[src/rtl/fb_pkg.sv]
// Shared definitions for the frame-buffer controller: parser states,
// opcodes, default geometry and the cell-address width helper.
package fb_pkg;

  typedef enum logic [2:0] {
    ST_IDLE  = 3'd0,
    ST_OPC   = 3'd1,
    ST_X     = 3'd2,
    ST_Y     = 3'd3,
    ST_COLOR = 3'd4,
    ST_WPEND = 3'd5,
    ST_FILL  = 3'd6
  } fb_state_e;

  localparam logic [7:0] OP_WRITE = 8'h01;
  localparam logic [7:0] OP_FILL  = 8'h02;

  localparam int unsigned DEF_COLS = 40;
  localparam int unsigned DEF_ROWS = 30;
  localparam logic [7:0]  DEF_HDR  = 8'hA5;

  // Smallest address width (at least 1) able to index 'cells' entries.
  function automatic int unsigned cell_addr_w(input int unsigned cells);
    cell_addr_w = 1;
    for (int unsigned i = 1; i < 32; i++) begin
      if ((32'd1 << i) < cells) cell_addr_w = i + 1;
    end
  endfunction

endpackage

[src/rtl/fb_cmd_parser.sv]
// Byte-stream command parser: decodes WRITE/FILL commands from the UART
// byte stream, holds the pending write and raises sticky error flags.
module fb_cmd_parser
  import fb_pkg::*;
#(
  parameter int unsigned COLS   = DEF_COLS,
  parameter int unsigned ROWS   = DEF_ROWS,
  parameter logic [7:0]  HDR    = DEF_HDR,
  parameter int unsigned ADDR_W = cell_addr_w(COLS * ROWS)
) (
  input  logic              clk,
  input  logic              rst_n,
  input  logic [7:0]        rx_byte,
  input  logic              rx_valid,
  input  logic              err_clr,
  input  logic              wr_done,
  input  logic              fill_done,
  output logic              wr_valid,
  output logic [ADDR_W-1:0] wr_addr,
  output logic [2:0]        color,
  output logic              fill_start,
  output logic              fill_active,
  output logic              busy,
  output logic              bad_cmd,
  output logic              drop_err
);

  fb_state_e         state_q, state_d;
  logic [7:0]        x_q, x_d;
  logic [7:0]        y_q, y_d;
  logic [2:0]        color_q, color_d;
  logic [ADDR_W-1:0] addr_q, addr_d;
  logic              fill_q, fill_d;
  logic              busy_q, busy_d;
  logic              bad_q, bad_d;
  logic              drop_q, drop_d;
  logic              bad_set, drop_set;

  // Next-state, operand latching and error-set decode.
  always_comb begin
    state_d    = state_q;
    x_d        = x_q;
    y_d        = y_q;
    color_d    = color_q;
    addr_d     = addr_q;
    fill_d     = fill_q;
    bad_set    = 1'b0;
    drop_set   = 1'b0;
    fill_start = 1'b0;
    case (state_q)
      ST_IDLE: begin
        if (rx_valid && rx_byte == HDR) state_d = ST_OPC;
      end
      ST_OPC: begin
        if (rx_valid) begin
          if (rx_byte == OP_WRITE) begin
            fill_d  = 1'b0;
            state_d = ST_X;
          end else if (rx_byte == OP_FILL) begin
            fill_d  = 1'b1;
            state_d = ST_COLOR;
          end else begin
            bad_set = 1'b1;
            state_d = ST_IDLE;
          end
        end
      end
      ST_X: begin
        if (rx_valid) begin
          x_d     = rx_byte;
          state_d = ST_Y;
        end
      end
      ST_Y: begin
        if (rx_valid) begin
          y_d     = rx_byte;
          state_d = ST_COLOR;
        end
      end
      ST_COLOR: begin
        if (rx_valid) begin
          if (fill_q) begin
            color_d    = rx_byte[2:0];
            fill_start = 1'b1;
            state_d    = ST_FILL;
          end else if (32'(x_q) >= COLS || 32'(y_q) >= ROWS) begin
            bad_set = 1'b1;
            state_d = ST_IDLE;
          end else begin
            color_d = rx_byte[2:0];
            addr_d  = ADDR_W'(32'(y_q) * COLS + 32'(x_q));
            state_d = ST_WPEND;
          end
        end
      end
      ST_WPEND: begin
        if (rx_valid) drop_set = 1'b1;
        if (wr_done)  state_d  = ST_IDLE;
      end
      ST_FILL: begin
        if (rx_valid)  drop_set = 1'b1;
        if (fill_done) state_d  = ST_IDLE;
      end
      default: state_d = ST_IDLE;
    endcase
  end

  // Sticky flags: a new set takes priority over a simultaneous clear.
  always_comb begin
    bad_d  = bad_set  | (bad_q  & ~err_clr);
    drop_d = drop_set | (drop_q & ~err_clr);
    busy_d = (state_d != ST_IDLE);
  end

  // Parser state and latches.
  always_ff @(posedge clk) begin
    if (!rst_n) begin
      state_q <= ST_IDLE;
      x_q     <= '0;
      y_q     <= '0;
      color_q <= '0;
      addr_q  <= '0;
      fill_q  <= 1'b0;
      busy_q  <= 1'b0;
      bad_q   <= 1'b0;
      drop_q  <= 1'b0;
    end else begin
      state_q <= state_d;
      x_q     <= x_d;
      y_q     <= y_d;
      color_q <= color_d;
      addr_q  <= addr_d;
      fill_q  <= fill_d;
      busy_q  <= busy_d;
      bad_q   <= bad_d;
      drop_q  <= drop_d;
    end
  end

  assign wr_valid    = (state_q == ST_WPEND);
  assign fill_active = (state_q == ST_FILL);
  assign wr_addr     = addr_q;
  assign color       = color_q;
  assign busy        = busy_q;
  assign bad_cmd     = bad_q;
  assign drop_err    = drop_q;

endmodule

[src/rtl/fb_ctrl.sv]
// Frame-buffer controller top: command parser plus the cell-RAM
// arbitration (scanout reads always win), fill counter and read valid.
module fb_ctrl
  import fb_pkg::*;
#(
  parameter int unsigned COLS   = DEF_COLS,
  parameter int unsigned ROWS   = DEF_ROWS,
  parameter logic [7:0]  HDR    = DEF_HDR,
  parameter int unsigned ADDR_W = cell_addr_w(COLS * ROWS)
) (
  input  logic              clk,
  input  logic              rst_n,
  input  logic [7:0]        rx_byte,
  input  logic              rx_valid,
  input  logic              rd_req,
  input  logic [ADDR_W-1:0] rd_addr,
  output logic [2:0]        rd_data,
  output logic              rd_valid,
  output logic [ADDR_W-1:0] mem_addr,
  output logic              mem_we,
  output logic [2:0]        mem_wdata,
  input  logic [2:0]        mem_rdata,
  output logic              busy,
  input  logic              err_clr,
  output logic              bad_cmd,
  output logic              drop_err
);

  localparam logic [ADDR_W-1:0] LAST_ADDR = ADDR_W'(COLS * ROWS - 1);

  logic              wr_valid, fill_start, fill_active;
  logic              wr_done, fill_done;
  logic [ADDR_W-1:0] wr_addr;
  logic [2:0]        color;
  logic [ADDR_W-1:0] cnt_q, cnt_d;
  logic              rd_valid_q;

  fb_cmd_parser #(
    .COLS   (COLS),
    .ROWS   (ROWS),
    .HDR    (HDR),
    .ADDR_W (ADDR_W)
  ) u_parser (
    .clk         (clk),
    .rst_n       (rst_n),
    .rx_byte     (rx_byte),
    .rx_valid    (rx_valid),
    .err_clr     (err_clr),
    .wr_done     (wr_done),
    .fill_done   (fill_done),
    .wr_valid    (wr_valid),
    .wr_addr     (wr_addr),
    .color       (color),
    .fill_start  (fill_start),
    .fill_active (fill_active),
    .busy        (busy),
    .bad_cmd     (bad_cmd),
    .drop_err    (drop_err)
  );

  // A write or fill step only completes in a cycle the scanout leaves free.
  assign wr_done   = wr_valid & ~rd_req;
  assign fill_done = fill_active & ~rd_req & (cnt_q == LAST_ADDR);

  // Fill counter: cleared when a fill starts, advances on each issued write.
  always_comb begin
    cnt_d = cnt_q;
    if (fill_start)                 cnt_d = '0;
    else if (fill_active && !rd_req) cnt_d = cnt_q + 1'b1;
  end

  // Counter and read-valid registers.
  always_ff @(posedge clk) begin
    if (!rst_n) begin
      cnt_q      <= '0;
      rd_valid_q <= 1'b0;
    end else begin
      cnt_q      <= cnt_d;
      rd_valid_q <= rd_req;
    end
  end

  // RAM port arbitration: read, else pending write, else fill, else idle.
  always_comb begin
    mem_addr  = '0;
    mem_we    = 1'b0;
    mem_wdata = '0;
    if (rd_req) begin
      mem_addr = rd_addr;
    end else if (wr_valid) begin
      mem_addr  = wr_addr;
      mem_we    = 1'b1;
      mem_wdata = color;
    end else if (fill_active) begin
      mem_addr  = cnt_q;
      mem_we    = 1'b1;
      mem_wdata = color;
    end
  end

  assign rd_valid = rd_valid_q;
  assign rd_data  = mem_rdata;

endmodule

[config.mk]
export PLATFORM = sky130hd
export DESIGN_NAME = fb_ctrl
export DESIGN_NICKNAME = d
export VERILOG_FILES = /design/src/rtl/fb_pkg.sv /design/src/rtl/fb_cmd_parser.sv /design/src/rtl/fb_ctrl.sv
export SDC_FILE = /design/constraint.sdc
export NUM_CORES = 1
export LEC_CHECK = 0
export CAP_MARGIN = 30
export CORE_MARGIN = 4
export CORE_UTILIZATION = 26
export DETAILED_ROUTE_END_ITERATION = 10
export SYNTH_ARGS = -nofsm -noshare
export SYNTH_HDL_FRONTEND = slang
export SYNTH_HIERARCHICAL = 1
export SYNTH_SLANG_ARGS = --single-unit
[constraint.sdc]
create_clock -name clk -period 2.2 [get_ports clk]
set_input_delay 0.22 -clock clk [delete_from_list [all_inputs] [get_ports clk]]
set_output_delay 0.22 -clock clk [all_outputs]
set_load 0.01 [all_outputs]
==> flow_summary.ini <==
[floorplanning]
core_area_mm2 = 0.0110
io_pins = 49
fp.dieW_um = 115
num_rows = 38
die_h_um = 115
initial_core_util_pct = 27.0
dieArea_mm2 = 0.0132

[setup_path]
regToRegStartpoint = u_parser/y_q[1]
critPathCaptureType = register
rrSetupSlack_ps = -150
reg2reg_to = u_parser/wr_addr[8]
startpoint_type = register
r2r_cells = 10
arrival_ps = 2580
path_class = reg2reg
required_ps = 2430
crit_fanout = 4

[power_and_ir_drop]
power.share.sequential_pct = 47.7
p_int_w = 0.00148
p_clk_share_pct = 45.7
combPwrFrac_pct = 6.6
swShare_pct = 20.5
total_leakage_power_nw = 1.55
vdd_drop_max_uv = 337
p_sw_w = 0.000382
p_per_area_mw_per_mm2 = 472

[clocking]
numCtsBuffers = 5
clkTransAtPathRegs_ps = 60
clkSinkCount = 49
cts_htree_levels = 2
clk_latency_ps = 290
cts_tree = done
clockBufferDepth = 2
cts_root_buffer = clkbuf_16
ctsHoldBuffers = 0

[sta]
finalCriticalPeriod_ps = 2350
final_max_slew_viol_count = 0
fin_ws_ps = -149
finalCritPeriodShare_pct = 107
timing.hold.ws_ps = 440
fin_worst_skew_ps = 9.37
setup_tns_ps = -398
rsz0062_at_grt = true
worst_slew_pin_slew_ps = 436
fmax_mhz = 426
relSlewSlack_pct = 70.8
setup_viol = 4
hold_viol_final = 0

[synth]
syn_nets = 420
syn_area_mm2 = 0.00297
ys_ff_latch = 49
synth_top_area_cell = dfxtp_1
syn_inst = 376
ys_seq_area_share_pct = 33.0
synth_ff_type = dfxtp_1
syn_avg_cell_area_um2 = 7.91
synthDistinctLibCells = 62
async_flop_share_pct = 0
synth-edff-count = 0
yosysMostFrequentCell = nand2_1
synth_area_leaders = dfxtp_1, nand2_1, a21oi_1, ha_1, o21ai_0
yosys_warnings = 6
yosys-top-cells-count = nand2_1, dfxtp_1, a21oi_1
yosysTopAreaCellShare_pct = 33.0

[place]
port_buffers = 42
dp_hpwl_um = 5900
place.gp.congestion = 0.851

[global_routing]
grt_pass1_wl_um = 12900
grt_overflow = 0
grt_usage_pct = 11.9
grt_max_degree = 32
antenna_found_initial = 0
grt_pass1_vias = 2666

[drt]
drc = 0
dr_total_vias = 2764
post_drt_wl_per_cell_um = 13.5
viasPerCell = 4.82
postRouteAntennaNets = 0
firstDrtPassIters = 4
drt_iter0_drc = 85
wl_um = 7780

[hold_path]
hp-start = mem_rdata[0]
hold_path.class = in2out
min_path_cells = 0
holdPathEnd = rd_data[0]

[cells_and_area]
syn2layout_area_growth_pct = 32.7
fillers = 1180
drive_above_1_share_pct = 15.0
nets = 478
n_antenna_cell = 0
final_util_pct = 35.8

[run_status]
status = complete, but fails checks
violations = setup timing

[flow_run]
cap_viol_max_count = 0
## power by group through the flow
stage / logic, W / clock network, W / registers [W]
finish: 0.000123 / 0.000851 / 0.000888
floorplan: 0.0000510 / 0 / 0.000909
detailed placement: 0.000131 / 0 / 0.000908
global route: 0.000135 / 0.000913 / 0.000887
CTS: 0.000124 / 0.000877 / 0.000888
global placement: 0.000130 / 0 / 0.000908
## worst max-delay path: stages (launching register included)
cell,delay (ps)
dfxtp_2,330
ha_4,270
ha_4,120
inv_2,30
fa_1,480
inv_2,50
ha_4,240
or2_2,270
o311a_1,150
o31ai_1,200
and2_1,150
## cell usage in the layout (no fill, tap or decap), types with 8 or more instances in the layout
cell type        instances
inv_1                   13
nand3_1                  8
dlygate4sd2_1           15
dfxtp_1                 46
o21ai_0                 23
nor2_1                  23
a21oi_1                 43
and3b_1                 11
clkdlybuf4s50_1         27
ha_1                    10
buf_4                   27
nand2_1                 61
## layer usage
layer	GRT usage, %	vias to the layer above	share of wire (%)
met1	17.1	1260	50
met2	18.4	55	44
met4	2.90	0	1.0
met3	2.26	7	4.9
met5	0	-	0
li1	-	1442	-
## flip-flops by register name, indices dropped and copies added, names as in the netlist
name               flops
u_parser/wr_addr      11
u_parser/state_q       3
u_parser/x_q           8
u_parser/y_q           8
u_parser/color         3
u_parser/fill_q        1
cnt_q                 11
u_parser/busy          1
u_parser/drop_err      1
rd_valid               1
u_parser/bad_cmd       1
## cell type report
class | instances | area [µm²] | share of cell area (%)
Multi-Input combinational cell | 292 | 1930 | 49.0
Tap cell | 140 | 175 | 4.44
Clock inverter | 2 | 35.0 | 0.888
Clock buffer | 5 | 125 | 3.17
Sequential cell | 49 | 985 | 25.0
Inverter | 15 | 56.3 | 1.43
Timing Repair Buffer | 71 | 636 | 16.1
## how the worst max path moves through the flow
stage	to	slack, ps	startpoint	depth (start not counted)
2_1_floorplan	u_parser/wr_addr[9]	-80	u_parser/y_q[1]	11
4_1_cts	u_parser/wr_addr[9]	-150	u_parser/y_q[1]	11
3_5_place_dp	u_parser/wr_addr[9]	-150	u_parser/y_q[1]	11
6_report	u_parser/wr_addr[8]	-150	u_parser/y_q[1]	10
3_3_place_gp	u_parser/wr_addr[9]	-120	u_parser/y_q[1]	11
5_1_grt	u_parser/wr_addr[9]	-280	u_parser/y_q[1]	11
## timing repair
action	in CTS	in global routing
resized for setup	19	7
endpoints found under the setup margin	20	9
buffers inserted	0	1
pin swaps	6	3
## stage by stage
| stage | worst slack, ps | std cells | total power [W] | cell area (µm²) |
|---|---|---|---|---|
| 2_1_floorplan | -79.1 | 376 | 0.000960 | 3020 |
| 3_3_place_gp | -125 | 566 | 0.00104 | 3740 |
| 3_5_place_dp | -147 | 566 | 0.00104 | 3740 |
| 4_1_cts | -154 | 573 | 0.00189 | 3900 |
| 5_1_grt | -279 | 574 | 0.00194 | 3940 |
| 6_report | -149 | 574 | 0.00186 | 3940 |
## cell families (layout without fill, tap and decap cells)
kind of cell | count (synthesis) | count (layout) | share of synthesized area [%]
AO/OA/AOI/OAI | 102 | 102 | 20.5
XOR/XNOR | 11 | 11 | 3.24
adder cells (fa/ha/maj) | 17 | 17 | 7.66
buffers and inverters | 35 | 93 | 5.18
flip-flops | 49 | 49 | 33.0
multiplexers | 6 | 6 | 2.06
AND/OR/NAND/NOR | 156 | 156 | 28.3
Power figures use the tool's default switching activity.
